**config.mk**
```make
export PLATFORM = sky130hd
export DESIGN_NAME = cla_pipe_adder
export DESIGN_NICKNAME = d
export VERILOG_FILES = /design/src/rtl/cla_pipe_adder_pkg.sv /design/src/rtl/cla_pipe_adder_slice.sv /design/src/rtl/cla_pipe_adder.sv
export SDC_FILE = /design/constraint.sdc
export NUM_CORES = 1
export LEC_CHECK = 0
export BUFFER_PORTS_ARGS = -buffer_cell sky130_fd_sc_hd__clkbuf_2
export CAP_MARGIN = 20
export CORE_MARGIN = 5
export CORE_UTILIZATION = 45
export DETAILED_ROUTE_END_ITERATION = 8
export MAX_ROUTING_LAYER = met4
export PLACE_DENSITY = 0.79
export SYNTH_ARGS = -nofsm -noshare
export SYNTH_HDL_FRONTEND = slang
export SYNTH_SLANG_ARGS = --single-unit
```
**constraint.sdc**
```tcl
create_clock -name clk -period 4.09 [get_ports clk]
set_input_delay 0.409 -clock clk [delete_from_list [all_inputs] [get_ports clk]]
set_output_delay 0.409 -clock clk [all_outputs]
set_load 0.01 [all_outputs]
```
**src/rtl/cla_pipe_adder_pkg.sv**
```systemverilog
// Shared constants, flag bundle and configuration check for the pipelined
// carry-lookahead adder.
package cla_pipe_adder_pkg;

   localparam int DEF_WIDTH  = 16;
   localparam int DEF_STAGES = 2;
   localparam int DEF_BLOCK  = 4;

   typedef struct packed {
      logic cout;
      logic ovf;
      logic zero;
   } flags_t;

   // Every slice must be the same width and a whole number of lookahead groups.
   function automatic bit cfg_ok(input int width, input int stages, input int block);
      return (stages > 0) && (block > 0) && (width % stages == 0)
             && ((width / stages) % block == 0);
   endfunction

endpackage

```
**src/rtl/cla_pipe_adder_slice.sv**
```systemverilog
// One combinational adder slice: BLOCK-wide P/G lookahead groups with the
// group carries rippled from group to group.
module cla_slice
   import cla_pipe_adder_pkg::*;
#(
   parameter int SLICE_W = 8,
   parameter int BLOCK   = DEF_BLOCK
) (
   input  logic [SLICE_W-1:0] a,
   input  logic [SLICE_W-1:0] b,
   input  logic               cin,
   output logic [SLICE_W-1:0] sum,
   output logic               cout,
   output logic               cmsb
);

   localparam int GROUPS = SLICE_W / BLOCK;

   logic [SLICE_W-1:0] p;
   logic [SLICE_W-1:0] g;
   logic [SLICE_W:0]   c;
   logic               grp_cin;
   logic               all_p;
   logic               term;
   logic               carry;

   assign p = a ^ b;
   assign g = a & b;

   // Carry into bit j of a group = G[j-1:0] | P[j-1:0] & group carry-in,
   // expanded as a flat sum of products rather than a bit-level ripple.
   always_comb begin
      c       = '0;
      all_p   = 1'b0;
      term    = 1'b0;
      carry   = 1'b0;
      grp_cin = cin;
      c[0]    = cin;
      for (int grp = 0; grp < GROUPS; grp++) begin
         for (int j = 1; j <= BLOCK; j++) begin
            all_p = 1'b1;
            for (int m = 0; m < j; m++) all_p = all_p & p[grp*BLOCK + m];
            carry = all_p & grp_cin;
            for (int m = 0; m < j; m++) begin
               term = g[grp*BLOCK + m];
               for (int n = m + 1; n < j; n++) term = term & p[grp*BLOCK + n];
               carry = carry | term;
            end
            c[grp*BLOCK + j] = carry;
         end
         grp_cin = carry;
      end
   end

   assign sum  = p ^ c[SLICE_W-1:0];
   assign cout = c[SLICE_W];
   assign cmsb = c[SLICE_W-1];

endmodule

```
**src/rtl/cla_pipe_adder.sv**
```systemverilog
// Skewed-pipeline adder/subtractor: one slice summed per stage, carry
// registered between stages, valid/ready handshake with no skid buffer.
module cla_pipe_adder
   import cla_pipe_adder_pkg::*;
#(
   parameter int WIDTH  = DEF_WIDTH,
   parameter int STAGES = DEF_STAGES,
   parameter int BLOCK  = DEF_BLOCK
) (
   input  logic             clk,
   input  logic             rst,
   input  logic             in_valid,
   output logic             in_ready,
   input  logic [WIDTH-1:0] a,
   input  logic [WIDTH-1:0] b,
   input  logic             cin,
   input  logic             sub,
   output logic             out_valid,
   input  logic             out_ready,
   output logic [WIDTH-1:0] sum,
   output logic             cout,
   output logic             ovf,
   output logic             zero
);

   localparam int SW   = WIDTH / STAGES;
   localparam int LAST = STAGES - 1;

   if (!cfg_ok(WIDTH, STAGES, BLOCK)) begin : g_bad_cfg
      $error("cla_pipe_adder: WIDTH must split into STAGES slices of whole BLOCK groups");
   end

   logic [WIDTH-1:0]              b_eff;
   logic                          c0;
   logic [STAGES:0]               rdy;
   logic [STAGES-1:0]             v_q, v_d, pv;
   logic [STAGES-1:0]             c_q, c_d, pc;
   logic [STAGES-1:0][WIDTH-1:0]  a_q, a_d, pa;
   logic [STAGES-1:0][WIDTH-1:0]  b_q, b_d, pb;
   logic [STAGES-1:0][WIDTH-1:0]  s_q, s_d, ps;
   logic [STAGES-1:0][SW-1:0]     sl_s;
   logic [STAGES-1:0]             sl_co, sl_cm;
   flags_t                        flags_q, flags_d;
   logic                          unused_tail;

   assign b_eff = sub ? ~b : b;
   assign c0    = sub ? 1'b1 : cin;

   // Stage k sees either the transformed port operands or the previous stage's
   // registers; only slice k is summed, the other slices pass through untouched.
   for (genvar k = 0; k < STAGES; k++) begin : g_stage
      if (k == 0) begin : g_entry
         assign pv[k] = in_valid;
         assign pa[k] = a;
         assign pb[k] = b_eff;
         assign ps[k] = '0;
         assign pc[k] = c0;
      end else begin : g_link
         assign pv[k] = v_q[k-1];
         assign pa[k] = a_q[k-1];
         assign pb[k] = b_q[k-1];
         assign ps[k] = s_q[k-1];
         assign pc[k] = c_q[k-1];
      end

      cla_slice #(
         .SLICE_W (SW),
         .BLOCK   (BLOCK)
      ) u_slice (
         .a    (pa[k][k*SW +: SW]),
         .b    (pb[k][k*SW +: SW]),
         .cin  (pc[k]),
         .sum  (sl_s[k]),
         .cout (sl_co[k]),
         .cmsb (sl_cm[k])
      );
   end

   always_comb begin
      rdy[STAGES] = out_ready;
      for (int i = STAGES - 1; i >= 0; i--) rdy[i] = !v_q[i] || rdy[i+1];
   end

   always_comb begin
      v_d     = v_q;
      a_d     = a_q;
      b_d     = b_q;
      s_d     = s_q;
      c_d     = c_q;
      flags_d = flags_q;
      for (int i = 0; i < STAGES; i++) begin
         if (rdy[i]) begin
            v_d[i]               = pv[i];
            a_d[i]               = pa[i];
            b_d[i]               = pb[i];
            s_d[i]               = ps[i];
            s_d[i][i*SW +: SW]   = sl_s[i];
            c_d[i]               = sl_co[i];
         end
      end
      if (rdy[LAST]) begin
         flags_d.cout = sl_co[LAST];
         flags_d.ovf  = sl_co[LAST] ^ sl_cm[LAST];
         flags_d.zero = (s_d[LAST] == '0);
      end
   end

   always_ff @(posedge clk) begin
      if (rst) begin
         v_q     <= '0;
         s_q     <= '0;
         flags_q <= '0;
      end else begin
         v_q     <= v_d;
         s_q     <= s_d;
         flags_q <= flags_d;
      end
   end

   // Operand and carry registers only matter while their valid bit is set.
   always_ff @(posedge clk) begin
      a_q <= a_d;
      b_q <= b_d;
      c_q <= c_d;
   end

   // The last stage's operand copies and the intermediate MSB carries feed nothing.
   assign unused_tail = ^{a_q[LAST], b_q[LAST], c_q[LAST], sl_cm};

   assign in_ready  = rdy[0];
   assign out_valid = v_q[LAST];
   assign sum       = s_q[LAST];
   assign cout      = flags_q.cout;
   assign ovf       = flags_q.ovf;
   assign zero      = flags_q.zero;

endmodule

```
==> results.rst <==
.. list-table::
   :header-rows: 1

   * - Metric
     - Value
   * - Status
     - finished, final reports clean
   * - Hold crit path type
     - in2reg
   * - Most used flip-flop cell after synthesis
     - dfxtp_1
   * - Post-synth top area share
     - between 20% and 30%
   * - Synthesized Nets
     - 303
   * - Net total in the final layout
     - about 360
   * - Area growth, synth to finish
     - 17.6%
   * - Number of I/O pins
     - 59
   * - Classification of the worst setup path
     - reg2out
   * - Non-filler cells in the finished layout
     - approximately 370
   * - Number of gates resized after cts
     - 0
   * - Residual DRC
     - 0
   * - Time the final worst path needs with I/O delays and setup
     - between 2 and 3 ns
   * - Final Routed Wirelength
     - roughly 5000 um
   * - TritonCTS Sinks
     - 46
   * - Post-synthesis cell type count
     - 52
   * - GPL Wtd Cong
     - roughly 0.83
   * - Cell area after synthesis
     - approximately 2400 um^2
   * - Starting utilization of the core area
     - a little under half
   * - Number of warnings printed during yosys synthesis
     - 0
   * - Setup skew after layout
     - 0.00488 ns
   * - Leak Pwr
     - between 1 and 1.5 nW
   * - Leading post-synthesis cells by cell area
     - dfxtp_1 (24%), edfxtp_1 (21%), ha_1 (8.2%), xor2_1 (6.5%), nand2_1 (4.6%)
   * - Vias post-DR
     - 1917
   * - Setup Total Neg Slack
     - 0 ns
   * - Clock insertion delay at the later pin of the skew report
     - 0.30 ns
   * - Wire length of the first global-routing pass
     - 8240 um
   * - CP Data Arrival Time
     - approximately 2.5 ns
   * - Routed via count divided by cell count
     - around 5.2
   * - Mean Syn Cell Area
     - approximately 10 um^2
   * - Number of design-rule violations left by the first detailed-router iteration
     - roughly 170
   * - Slew Viols, Final
     - 0
   * - Proportion of synthesized flip-flops having asynchronous set or reset
     - 0%
   * - Post-DRT Antenna Nets
     - 0
   * - Cell area after layout
     - between 2000 and 3000 um^2
   * - Data required, critical path
     - roughly 3.7 ns
   * - Critical Path Sink Type
     - primary output
   * - Crit-path max FO
     - 24
   * - DP Cell Count
     - around 360
   * - Maximum count of clock buffers along a single path
     - 2
   * - Most common cell in the synthesized netlist
     - nand2_1
   * - Areal power density over the cells
     - ~410 nW/um^2
   * - Post CTS Setup Buffer Count
     - 0
   * - Total area of multi-input combinational cells
     - around 1300 um^2
   * - Number of buffers inserted by port buffering
     - 58
   * - Worst-case headroom to the max-slew limit
     - between 40% and 50%
   * - First-pass iteration count of the detailed router
     - 4
   * - Leading area contributor after synthesis
     - dfxtp_1
   * - Register bit total from synthesis
     - between 40 and 50
   * - Hold Violations, Final
     - 0
   * - Post-route worst hold slack
     - about 0.28 ns
   * - Number of buffers added to fix hold violations after cts
     - 0
   * - CTS clk-pin slew, worst paths
     - about 0.09 ns
   * - Total placed instance area
     - 2780 um^2
   * - Grt total ovfl
     - 0
   * - Final setup viols
     - 0
   * - Cells after Synth
     - between 200 and 250
   * - Portion of the post-synthesis area used by sequential elements
     - between 40% and 50%
   * - Largest net degree at the start of global routing
     - 36
   * - Area of the core region
     - 5200 um^2
   * - Unrepaired setup endpoints after global routing
     - false
   * - Cell Rows
     - 26
   * - Number of enable flip-flop cells after synthesis
     - 17
   * - Cell chosen for the clock root
     - clkbuf_8
   * - Area of the die
     - 7000 um^2
   * - Ratio of cells with drive above 1 in the final layout
     - about a quarter
   * - Filler Cell Count
     - between 400 and 500
   * - Most numerous cell types in the synthesized netlist
     - nand2_1 (30), dfxtp_1 (29), nor2_1 (21)
   * - Fmax
     - approximately 350 MHz
   * - Number of global-route vias before repair
     - 1772
   * - Cts bufs inserted
     - 5
   * - H-Tree Level Count
     - 2
   * - Type of element launching the critical path
     - flop
   * - Fraction of the cycle the final worst path needs
     - between 70% and 80%
   * - Sequential Area
     - around 1100 um^2
   * - Die extent in y
     - roughly 84 um
   * - Number of max-capacitance violations reported
     - 0
   * - Antenna cells
     - 0
   * - CTS tree
     - yes
   * - Avg WL per Cell
     - around 13 um
   * - Floorplan die width
     - 83.7 um
   * - Worst Tran Pin Value
     - 0.788 ns
   * - Gr usage total
     - roughly 14%
   * - Detailed placement HPWL
     - ~4000 um
   * - Worst vdd rail ir drop
     - roughly 0.24 mV
   * - Antenna violations before repair
     - 0
final timing paths:
check                            from                 to  slack, ns  cells past startpoint
setup / recovery  v_q[1]$_SDFFE_PP0N_           in_ready       1.20                      4
hold / removal                  a[13]  a_q[13]$_DFFE_PP_       0.28                      1
setup reg to reg     a_q[8]$_DFFE_PP_  zero$_SDFFE_PP0N_       1.24                     10
hold reg to reg     sum[0]$_SDFF_PP0_  sum[0]$_SDFF_PP0_       0.46                      2
critical path, cell delays in order (launching register included):
cell and delay [ns]:
dfxtp_1 0.37, and2b_1 0.65, and2_1 0.51, clkinv_1 0.41, clkbuf_2 0.24
state kept, by name (all words and copies together), names as in the netlist:
signal	count
sum	16
a_q	8
v_q	2
ovf	1
b_q	8
cout	1
c_q	1
ps	8
zero	1
stage by stage:
step | power (mW) | util, % | worst slack, ns
4_1_cts | 1.18 | 55.2 | 1.21
6_report | 1.17 | 55.2 | 1.20
2_1_floorplan | 0.792 | - | 1.40
3_3_place_gp | 0.879 | 53.4 | 1.26
3_5_place_dp | 0.890 | 53.4 | 1.17
5_1_grt | 1.24 | 55.2 | 1.02
where the power goes:
part / leakage [nW] / switching, mW / total [mW] / internal, mW
clock network: 0.0491 / 0.164 / 0.288 / 0.124
logic: 0.828 / 0.170 / 0.311 / 0.142
registers: 0.420 / 0.0358 / 0.568 / 0.532
total: 1.30 / 0.369 / 1.17 / 0.798
cell type report:
cell class | instances | area share, %
Multi-Input combinational cell | 177 | 44.0
Tap cell | 70 | 3.05
Sequential cell | 46 | 38.0
Inverter | 11 | 1.44
Clock inverter | 3 | 0.827
Clock buffer | 5 | 2.39
Timing Repair Buffer | 59 | 10.4
kinds of logic (layout without fill, tap and decap cells):
| logic type | count (synthesis) | after routing | synth area share (%) |
|---|---|---|---|
| fa+ha+maj | 20 | 20 | 11.5 |
| xor+xnor | 21 | 21 | 7.53 |
| buf+inv | 22 | 78 | 3.64 |
| flops | 46 | 46 | 44.6 |
| compound gates | 54 | 54 | 16.5 |
| mux | 2 | 2 | 0.819 |
| simple gates | 80 | 80 | 15.4 |
cell usage in the layout, fill, tap and decap left out, drive strengths merged, types with 2 or more instances in the layout:
master | Yosys | layout
inv | 10 | 12
a21oi | 18 | 18
xnor2 | 3 | 3
and3 | 3 | 3
mux2i | 2 | 2
o21ai | 7 | 7
nor4b | 3 | 3
nand2b | 2 | 2
nor3 | 7 | 7
o31ai | 2 | 2
or3 | 2 | 2
ha | 16 | 16
nand4 | 2 | 2
fa | 4 | 4
a21o | 3 | 3
xor2 | 18 | 18
clkinv | 1 | 2
dfxtp | 29 | 29
a21boi | 2 | 2
a2111oi | 3 | 3
a211oi | 7 | 7
clkbuf | 5 | 63
nor4 | 2 | 2
a31oi | 4 | 4
o41ai | 2 | 2
nor2 | 21 | 21
nand2 | 30 | 30
edfxtp | 17 | 17
routing by layer:
metal / vias up / wire length (um) / GRT usage (%)
met3: 2 / 226 / 2.96
met4: 0 / 36 / 4.39
met2: 49 / 2390 / 21.8
met5: - / 0 / -
met1: 882 / 2340 / 19.5
li1: 984 / - / -
Note: power is estimated with default switching activity, not from simulation.
